$ cat src/rtl/distribution_spi_reader_if.sv
// Bundle of the request/response handshake towards the distribution unit and
// the four SPI pins towards the sample-storage device.
//   master : the reader itself (accepts req/addr, drives the SPI pins and
//            returns busy/done/data_out)
//   slave  : the surrounding environment (requester plus storage device)
interface distribution_spi_reader_if #(
  parameter int ADDR_WIDTH = 8
);
  logic                  req;       // start request
  logic [ADDR_WIDTH-1:0] addr;      // word address
  logic                  busy;      // transaction in progress
  logic                  done;      // one-cycle completion strobe
  logic [255:0]          data_out;  // last completed word
  logic                  spi_sclk;  // SPI clock, mode 0
  logic                  spi_mosi;  // serial data to the device
  logic                  spi_cs_n;  // chip select, active low
  logic                  spi_miso;  // serial data from the device

  modport master (
    input  req, addr, spi_miso,
    output busy, done, data_out, spi_sclk, spi_mosi, spi_cs_n
  );

  modport slave (
    output req, addr, spi_miso,
    input  busy, done, data_out, spi_sclk, spi_mosi, spi_cs_n
  );
endinterface

$ cat src/rtl/distribution_spi_reader.sv
// SPI mode-0 master that fetches one 256-bit distribution word from the
// sample-storage device. A frame is CMD_READ, the latched address, then 256
// read bits; the word is published on data_out together with a done strobe.
// Ports:
//   clk     : system clock, rising edge
//   reset_n : asynchronous active-low reset
//   bus     : distribution_spi_reader_if.master (req/addr/busy/done/data_out
//             and spi_sclk/spi_mosi/spi_cs_n/spi_miso)
module distribution_spi_reader #(
  parameter int          CLK_DIV    = 4,
  parameter logic [7:0]  CMD_READ   = 8'h03,
  parameter int          ADDR_WIDTH = 8
) (
  input logic                       clk,
  input logic                       reset_n,
  distribution_spi_reader_if.master bus
);
  localparam int HDR   = 8 + ADDR_WIDTH;
  localparam int BITS  = HDR + 256;
  localparam int DIV_W = (CLK_DIV > 1) ? $clog2(CLK_DIV) : 1;
  localparam int BIT_W = $clog2(BITS);
  localparam logic [DIV_W-1:0] DIV_LAST = DIV_W'(CLK_DIV - 1);
  localparam logic [BIT_W-1:0] BIT_LAST = BIT_W'(BITS - 1);

  typedef enum logic [2:0] {
    IDLE     = 3'd0,
    CS_SETUP = 3'd1,
    SHIFT    = 3'd2,
    CS_HOLD  = 3'd3,
    DONE     = 3'd4
  } state_t;

  state_t           state_q, state_d;
  logic [DIV_W-1:0] div_q, div_d;
  logic [BIT_W-1:0] bit_q, bit_d;
  logic [HDR-1:0]   tx_q, tx_d;      // header bits still to send, MSB next
  logic [255:0]     rx_q, rx_d;      // read bits, first one ends up in [255]
  logic [255:0]     data_q, data_d;
  logic             sclk_q, sclk_d;
  logic             mosi_q, mosi_d;
  logic             cs_n_q, cs_n_d;
  logic             busy_q, busy_d;
  logic             done_q, done_d;
  logic             div_last;

  assign div_last = (div_q == DIV_LAST);

  // NOTE: every variable gets a default before the case statement; a path
  // that leaves one unassigned would infer a latch.
  always_comb begin
    state_d = state_q;
    div_d   = div_q;
    bit_d   = bit_q;
    tx_d    = tx_q;
    rx_d    = rx_q;
    data_d  = data_q;
    sclk_d  = sclk_q;
    mosi_d  = mosi_q;
    cs_n_d  = cs_n_q;
    busy_d  = busy_q;
    done_d  = 1'b0;

    case (state_q)
      IDLE: begin
        sclk_d = 1'b0;
        cs_n_d = 1'b1;
        busy_d = 1'b0;
        mosi_d = 1'b0;
        if (bus.req) begin
          // The address is captured here inside the header shifter, so later
          // addr changes cannot reach the frame. Bit 0 goes straight to MOSI.
          tx_d    = {CMD_READ[6:0], bus.addr, 1'b0};
          mosi_d  = CMD_READ[7];
          cs_n_d  = 1'b0;
          busy_d  = 1'b1;
          div_d   = '0;
          bit_d   = '0;
          rx_d    = '0;
          state_d = CS_SETUP;
        end
      end

      CS_SETUP: begin
        if (div_last) begin
          div_d   = '0;
          state_d = SHIFT;
        end else begin
          div_d = div_q + 1'b1;
        end
      end

      SHIFT: begin
        if (!div_last) begin
          div_d = div_q + 1'b1;
        end else begin
          div_d = '0;
          if (!sclk_q) begin
            // Rising edge: the device's bit is taken on this same clk edge.
            sclk_d = 1'b1;
            rx_d   = {rx_q[254:0], bus.spi_miso};
          end else if (bit_q == BIT_LAST) begin
            sclk_d  = 1'b0;
            mosi_d  = 1'b0;
            state_d = CS_HOLD;
          end else begin
            // Header drains to zeros, so MOSI stays low through the read bits.
            sclk_d = 1'b0;
            bit_d  = bit_q + 1'b1;
            mosi_d = tx_q[HDR-1];
            tx_d   = {tx_q[HDR-2:0], 1'b0};
          end
        end
      end

      CS_HOLD: begin
        if (div_last) begin
          div_d   = '0;
          data_d  = rx_q;
          done_d  = 1'b1;
          cs_n_d  = 1'b1;
          busy_d  = 1'b0;
          state_d = DONE;
        end else begin
          div_d = div_q + 1'b1;
        end
      end

      DONE: begin
        state_d = IDLE;
      end

      default: begin
        state_d = IDLE;
        div_d   = '0;
        bit_d   = '0;
        tx_d    = '0;
        rx_d    = '0;
        sclk_d  = 1'b0;
        mosi_d  = 1'b0;
        cs_n_d  = 1'b1;
        busy_d  = 1'b0;
      end
    endcase
  end

  // NOTE: state is updated with non-blocking assignments so every register
  // samples the values from before the edge, independent of statement order.
  // NOTE: the 256-bit shift and output registers are flops, not RAM, and are
  // cleared on reset so a partial word can never be observed.
  always_ff @(posedge clk or negedge reset_n) begin
    if (!reset_n) begin
      state_q <= IDLE;
      div_q   <= '0;
      bit_q   <= '0;
      tx_q    <= '0;
      rx_q    <= '0;
      data_q  <= '0;
      sclk_q  <= 1'b0;
      mosi_q  <= 1'b0;
      cs_n_q  <= 1'b1;
      busy_q  <= 1'b0;
      done_q  <= 1'b0;
    end else begin
      state_q <= state_d;
      div_q   <= div_d;
      bit_q   <= bit_d;
      tx_q    <= tx_d;
      rx_q    <= rx_d;
      data_q  <= data_d;
      sclk_q  <= sclk_d;
      mosi_q  <= mosi_d;
      cs_n_q  <= cs_n_d;
      busy_q  <= busy_d;
      done_q  <= done_d;
    end
  end

  assign bus.spi_sclk = sclk_q;
  assign bus.spi_mosi = mosi_q;
  assign bus.spi_cs_n = cs_n_q;
  assign bus.busy     = busy_q;
  assign bus.done     = done_q;
  assign bus.data_out = data_q;
endmodule

$ cat src/flat_wrapper.sv
// flat-port wrapper written by rule: the top's interface ports become plain ports
module distribution_spi_reader_flat 
#(
  parameter int          CLK_DIV    = 4,
  parameter logic [7:0]  CMD_READ   = 8'h03,
  parameter int          ADDR_WIDTH = 8
)
  (clk, reset_n, bus_req, bus_addr, bus_spi_miso, bus_busy, bus_done, bus_data_out, bus_spi_sclk, bus_spi_mosi, bus_spi_cs_n);
  distribution_spi_reader_if #(.ADDR_WIDTH(ADDR_WIDTH)) bus_i ();
  input logic clk;
  input logic reset_n;
  input wire logic [$bits(bus_i.req)-1:0] bus_req;
  input wire logic [$bits(bus_i.addr)-1:0] bus_addr;
  input wire logic [$bits(bus_i.spi_miso)-1:0] bus_spi_miso;
  output wire logic [$bits(bus_i.busy)-1:0] bus_busy;
  output wire logic [$bits(bus_i.done)-1:0] bus_done;
  output wire logic [$bits(bus_i.data_out)-1:0] bus_data_out;
  output wire logic [$bits(bus_i.spi_sclk)-1:0] bus_spi_sclk;
  output wire logic [$bits(bus_i.spi_mosi)-1:0] bus_spi_mosi;
  output wire logic [$bits(bus_i.spi_cs_n)-1:0] bus_spi_cs_n;
  assign bus_i.req = bus_req;
  assign bus_i.addr = bus_addr;
  assign bus_i.spi_miso = bus_spi_miso;
  assign bus_busy = bus_i.busy;
  assign bus_done = bus_i.done;
  assign bus_data_out = bus_i.data_out;
  assign bus_spi_sclk = bus_i.spi_sclk;
  assign bus_spi_mosi = bus_i.spi_mosi;
  assign bus_spi_cs_n = bus_i.spi_cs_n;
  distribution_spi_reader #(.CLK_DIV(CLK_DIV), .CMD_READ(CMD_READ), .ADDR_WIDTH(ADDR_WIDTH)) u_core (.clk(clk), .reset_n(reset_n), .bus(bus_i));
endmodule
$ cat config.mk
export PLATFORM = sky130hd
export DESIGN_NAME = distribution_spi_reader_flat
export DESIGN_NICKNAME = d
export VERILOG_FILES = /design/src/rtl/distribution_spi_reader_if.sv /design/src/rtl/distribution_spi_reader.sv /design/src/flat_wrapper.sv
export SDC_FILE = /design/constraint.sdc
export NUM_CORES = 1
export LEC_CHECK = 0
export CAP_MARGIN = 20
export CORE_ASPECT_RATIO = 1.1
export CORE_MARGIN = 2
export CORE_UTILIZATION = 35
export DETAILED_ROUTE_END_ITERATION = 6
export PLACE_DENSITY_LB_ADDON = 0.12
export SYNTH_ARGS = -nofsm -noshare
export SYNTH_HDL_FRONTEND = slang
export SYNTH_SLANG_ARGS = --single-unit
$ cat constraint.sdc
create_clock -name clk -period 3.6 [get_ports clk]
set_input_delay 0.72 -clock clk [delete_from_list [all_inputs] [get_ports clk]]
set_output_delay 0.72 -clock clk [all_outputs]
set_load 0.03 [all_outputs]
# Yosys cells after proc, flatten, opt, wreduce, memory -nomap -nowiden
# Index checks and enable logic that the tools add are counted.
word_totals:
  register_bits: 547
  latch_bits: 0
  mem_bits_rw: 0
  rom_bits: 0
  in_bits: 12
  output_inout_bits: 261
  memories: 0
classes:
  addsub: 2
  mul: 0
  n_div: 0
  n_lt_le_gt_ge: 0
  n_eq_ne: 14
  shifts: 0
  muxes: 39
  bitwise_logic: 3
  n_reduce_logical: 12
op_table:
  columns: ["operator", "n"]
  rows:
  - ["two-way mux 256 bit", 3]
  - ["case mux 256 bit (3 select lines)", 1]
  - ["two-way mux 16 bit", 4]
  - ["case mux 16 bit (3 select lines)", 1]
  - ["two-way mux 9 bit", 4]
  - ["case mux 9 bit (3 select lines)", 1]
  - ["two-way mux 3 bit", 6]
  - ["case mux 3 bit (4 select lines)", 1]
  - ["two-way mux 1 bit", 11]
  - ["inequality test 2 x 1 -> 1 bit, second input constant", 5]
  - ["adder 9 x 1 -> 9 bit, second input constant", 1]
  - ["equality test 9 bit, second input constant", 1]
  - ["OR reduction 3 bit", 3]
  - ["AND reduction 2 bit", 4]
  - ["equality test 3 x 2 -> 1 bit, second input constant", 2]
  - ["inequality test 2 bit, second input constant", 3]
  - ["case mux 1 bit (3 select lines)", 2]
  - ["case mux 2 bit (3 select lines)", 1]
  - ["AND reduction 6 bit", 1]
  - ["AND reduction 5 bit", 1]
  - ["two-way mux 2 bit", 2]
  - ["case mux 1 bit (2 select lines)", 2]
  - ["AND reduction 4 bit", 1]
  - ["equality test 3 x 1 -> 1 bit, second input constant", 1]
  - ["other kinds (6)", 8]

# Depth between registers and ports, before layout
logic_depth:
  depth_word: 5
  ltp_mapped: 8
  ltp_nobuf: 6

# Worst setup path after synthesis
# No wires, ideal clock.
synth_timing:
  path_kind: "input port to flip-flop"
  startpoint: "input bus_req"
  endpoint: "register u_core.rx_q[215]"
  t_arrival_ns: 1.696
  t_required_ns: 3.479
  slack_ns: 1.783
  cell_stages: 6
  n_path_buf: 2
  cell_sequence: "nand2b_1 -> o221ai_4 -> o21ai_4 -> buf_2 -> buf_4 -> a22o_1"
synth_between:
  elab_chain_cells: 2
synth_rtl:
  columns: ["item", "line_no", "source"]
  rows:
  - ["from (decl)", "flat_wrapper.sv:12", "input wire logic [$bits(bus_i.req)-1:0] bus_req;"]
  - ["inequality test 2 bit (no line)", null, null]
  - ["AND reduction 4 bit (no line)", null, null]
  - ["to (signal assigned)", "distribution_spi_reader.sv:168", "rx_q <= rx_d;"]
  - ["to (decl)", "distribution_spi_reader.sv:37", "logic [255:0] rx_q, rx_d;"]
# Every way passes these cells.
# A chain may end at the register's enable or synchronous reset.

# Worst setup path in the final report
layout_timing:
  startpoint: "register u_core.state_q[0]"
  endpoint: "register u_core.rx_q[212]"
layout_between:
  elab_chain_cells: 4
  elab_cells_between_ends: 12
  classes_between: "7 x eq/ne; 1 x mux; 1 x bitwise; 3 x reduce/logical"
layout_rtl:
  columns: ["item", "line_no", "source"]
  rows:
  - ["from (decl)", "distribution_spi_reader.sv:33", "state_t state_q, state_d;"]
  - ["from (signal assigned)", "distribution_spi_reader.sv:164", "state_q <= state_d;"]
  - ["equality test 3 bit (tied with other cells)", "distribution_spi_reader.sv:63", "case (state_q)"]
  - ["OR reduction 3 bit (no line)", null, null]
  - ["inverter 1 bit (no line)", null, null]
  - ["AND reduction 4 bit (no line)", null, null]
# Several ways; a longest one is shown, not always the timed one.

==> run summary <==
Adding up every negative setup slack in the final design gives 0 ps. The unique cell type count in the Yosys netlist is 48. The flow ran to the end, and the final reports show no timing, DRC or antenna violations. The fraction of registers with async set/reset is 1.00. The post-cts resize count is 0. The part of the Yosys area used for sequential elements came out at 0.674.

Routability-driven placement finished with a final weighted congestion of approximately 0.74. The average vias per placed instance came out at between 4 and 5. The count of unresolved DRC violations after routing came out at 0. The mean post-synth cell area came out at about 11 µm². The count of clock tree sinks is between 500 and 600. Among all cell types in the netlist, the one instantiated most often is sky130_fd_sc_hd__nand2_1. The fill cell instance count of the final layout is 5,415.

The initial core utilization came out at 0.354. The number of design-rule violations left by the first detailed-router iteration is roughly 800. In the finished design, the share of the clock period the worst path needs comes to 0.754. The area overhead of the layout relative to synthesis is 27.1%. After the last flow step, the layout net total stands at between 2,000 and 2,500. The standby leakage power is around 13 nW. The max-slew violation count is 0. Yosys attributes the largest share of cell area to sky130_fd_sc_hd__dfrtp_1 (67%), sky130_fd_sc_hd__nand2_1 (14%), sky130_fd_sc_hd__a22o_1 (12%). Once layout is done, the placed cells without fillers occupy 25,800 µm². The TritonCTS clock tree is done.

Summing all placed instances gives a cell area of ~24,000 µm². For the pin with the worst max-slew slack, the measured transition is between 900 and 1000 ps. The largest net degree at the start of global routing is about 150.

The top-level port count is roughly 270. At the later pin of the worst-skew pair, clock insertion delay measures approximately 600 ps. The floorplan die height is about 260 µm.

The final-report setup violation count came out at 0. The total count of hold-check failures in the final report is 0. The startpoint-to-endpoint class of the critical path is reg2reg. For this run, the total global-route usage over all layers was measured as 0.165. The setup check on the worst reg-to-reg path leaves a slack of a little under 900 ps. The proportion of netlist area held by the largest area contributor is 0.672. Setup repair after global routing left no endpoint under its margin.

The power density relative to cell area came out at 480 nW/µm². The most instantiated flip-flop cell in the synthesis netlist is sky130_fd_sc_hd__dfrtp_1. The type of the tightest min-delay check is in2async. The number of antenna violations at the first check in global routing came to 0.

The layout cell share with drive strength beyond 1 is 0.0687. The first global-routing pass estimated approximately 80,000 µm of wire. CTS placed an instance of sky130_fd_sc_hd__clkbuf_16 at the clock tree root.

The warning count from the yosys run is 0. The data arrival time at the worst-slack endpoint came out at ~3200 ps. The total half-perimeter wirelength after legalization and detailed placement came out at about 30,000 µm. The remaining number of nets flagged by the antenna check after routing is 0. The detailed-routing iteration count for the pre-antenna-repair pass is 4. The die covers between 50,000 and 60,000 µm². Global routing finished with a remaining overflow of 0. STA classifies the critical path startpoint as a register.

Across all hold checks on the routed design, the worst slack comes to 190 ps. The clock period minus final worst setup slack came out at 2710 ps. The clock passes through at most 3 buffers. The via count of the routed design came out at 14,100. The number of hold buffers added after CTS was 0.

The highest attainable clock frequency is around 370 MHz. The post-detailed-route wirelength per cell came out at approximately 17 µm. The area of combinational cells with multiple inputs is 6010 µm².

The worst setup path is captured at a register. The repair_antennas step left the layout with diodes totalling 0. The post-CTS setup buffer count is 0. The top fanout value on the critical path came out at a little over 70. The total of buffers placed on input and output ports is roughly 270.

The H-tree was split into 2 levels. The via count of the first global-routing pass is roughly 14,000. The post-route clock skew is approximately 14 ps. Counting every net in the synthesized netlist gives 1,832. The clock transition at the registers of the reported paths came out at around 60 ps. The biggest area contributor in the post-synthesis netlist is sky130_fd_sc_hd__dfrtp_1. Counting flops and latches in the post-synthesis netlist gives between 500 and 600. By count the netlist is led by sky130_fd_sc_hd__nand2_1 (778), sky130_fd_sc_hd__dfrtp_1 (545), sky130_fd_sc_hd__a22o_1 (272). The tool flagged a number of max-cap violations equal to 0. The die span in x is 234 µm. In the synthesized netlist, the number of instances is about 1,800. The area occupied by registers came out at between 10,000 and 15,000 µm². The required arrival time at the worst endpoint came out at slightly above 4000 ps. The detailed-route wire length is slightly below 50,000 µm. The maximum VDD drop came out at between 0.3 and 0.4 mV. The worst relative slew slack is 0.332. The synthesized area came out at around 20,000 µm². The core region is roughly 57,000 µm². Counting the buffers created by CTS gives between 50 and 60. The number of enable flip-flop cells after synthesis came out at 0. The floorplan row count came out at a little over 90.
[registers in the layout, indices dropped and copies added (netlist names)]
signal / cells
u_core.bus.data_out: 256
u_core.rx_q: 256
u_core.tx_q: 15
u_core.bit_q: 9
u_core.state_q: 3
u_core.div_q: 2
u_core.bus.busy: 1
u_core.bus.done: 1
u_core.bus.spi_cs_n: 1
u_core.bus.spi_mosi: 1
u_core.bus.spi_sclk: 1
[power by group]
group	switching, mW	total (mW)	internal, mW
sequential	0.00348	6.14	6.14
combinational	0.129	0.166	0.0371
clock	2.43	6.07	3.64
total	2.56	12.4	9.82
[worst paths after layout]
| check | start | endpoint | cells after the start |
|---|---|---|---|
| max in group asynchronous | reset_n | u_core.bus.data_out[117] | 2 |
| max | u_core.state_q[0] | u_core.rx_q[212] | 4 |
| max reg2reg | u_core.state_q[0] | u_core.rx_q[212] | 4 |
| min in group clk | u_core.bus.data_out[65] | u_core.bus.data_out[65] | 2 |
| min | reset_n | u_core.bus.data_out[99] | 1 |
| min reg2reg | u_core.bus.data_out[65] | u_core.bus.data_out[65] | 2 |
[per-stage QoR]
stage | utilization | setup slack (ps) | total power [mW] | cells
floorplan | - | 1780 | 6.26 | 1818
finish | 0.450 | 887 | 12.4 | 2864
CTS | 0.450 | 847 | 12.6 | 2864
detailed placement | 0.416 | 869 | 6.44 | 2762
global placement | 0.416 | 866 | 6.43 | 2762
global route | 0.450 | 703 | 12.9 | 2864
[cells in the final DEF, fill, tap and decap left out, types with 7 or more instances in the layout]
master	n
sky130_fd_sc_hd__a22o_1	272
sky130_fd_sc_hd__nand2_1	778
sky130_fd_sc_hd__buf_12	13
sky130_fd_sc_hd__nor2_1	11
sky130_fd_sc_hd__nor3_1	9
sky130_fd_sc_hd__o21ai_0	8
sky130_fd_sc_hd__clkbuf_1	10
sky130_fd_sc_hd__dfrtp_1	545
sky130_fd_sc_hd__clkbuf_8	19
sky130_fd_sc_hd__clkbuf_16	57
sky130_fd_sc_hd__mux2i_1	9
sky130_fd_sc_hd__buf_4	27
sky130_fd_sc_hd__clkdlybuf4s50_1	271
sky130_fd_sc_hd__inv_1	7
sky130_fd_sc_hd__a21oi_1	8
[final cells by class]
class / count / share of cell area
tap: 752 / 0.0365
timing repair buffer: 312 / 0.124
inverter: 8 / 0.00146
clock inverter: 16 / 0.00863
sequential: 546 / 0.530
multi-input combinational: 1144 / 0.233
clock buffer: 86 / 0.0669
[critical path, stage by stage, from the launching register on]
cell and delay, ps:
sky130_fd_sc_hd__dfrtp_1 580, sky130_fd_sc_hd__or3b_1 580, sky130_fd_sc_hd__o21ai_4 820, sky130_fd_sc_hd__buf_12 380
sky130_fd_sc_hd__a22o_1 210
[per-layer routing]
metal | part of all wire | vias up | global-route usage
met2 | 0.45 | 263 | 0.248
met1 | 0.48 | 7138 | 0.240
met3 | 0.052 | 70 | 0.0398
met4 | 0.020 | 0 | 0.0429
li1 | - | 6603 | -
met5 | 0 | - | 0
[logic make-up after synthesis]
logic type	after synthesis	share of synthesized area
AO/OA/AOI/OAI	311	0.133
adder cells (fa/ha/maj)	2	0.00123
flip-flops	546	0.674
multiplexers	10	0.00500
XOR/XNOR	1	0.000432
buffers and inverters	128	0.0311
AND/OR/NAND/NOR	820	0.155
(Power assumes the default switching activity.)
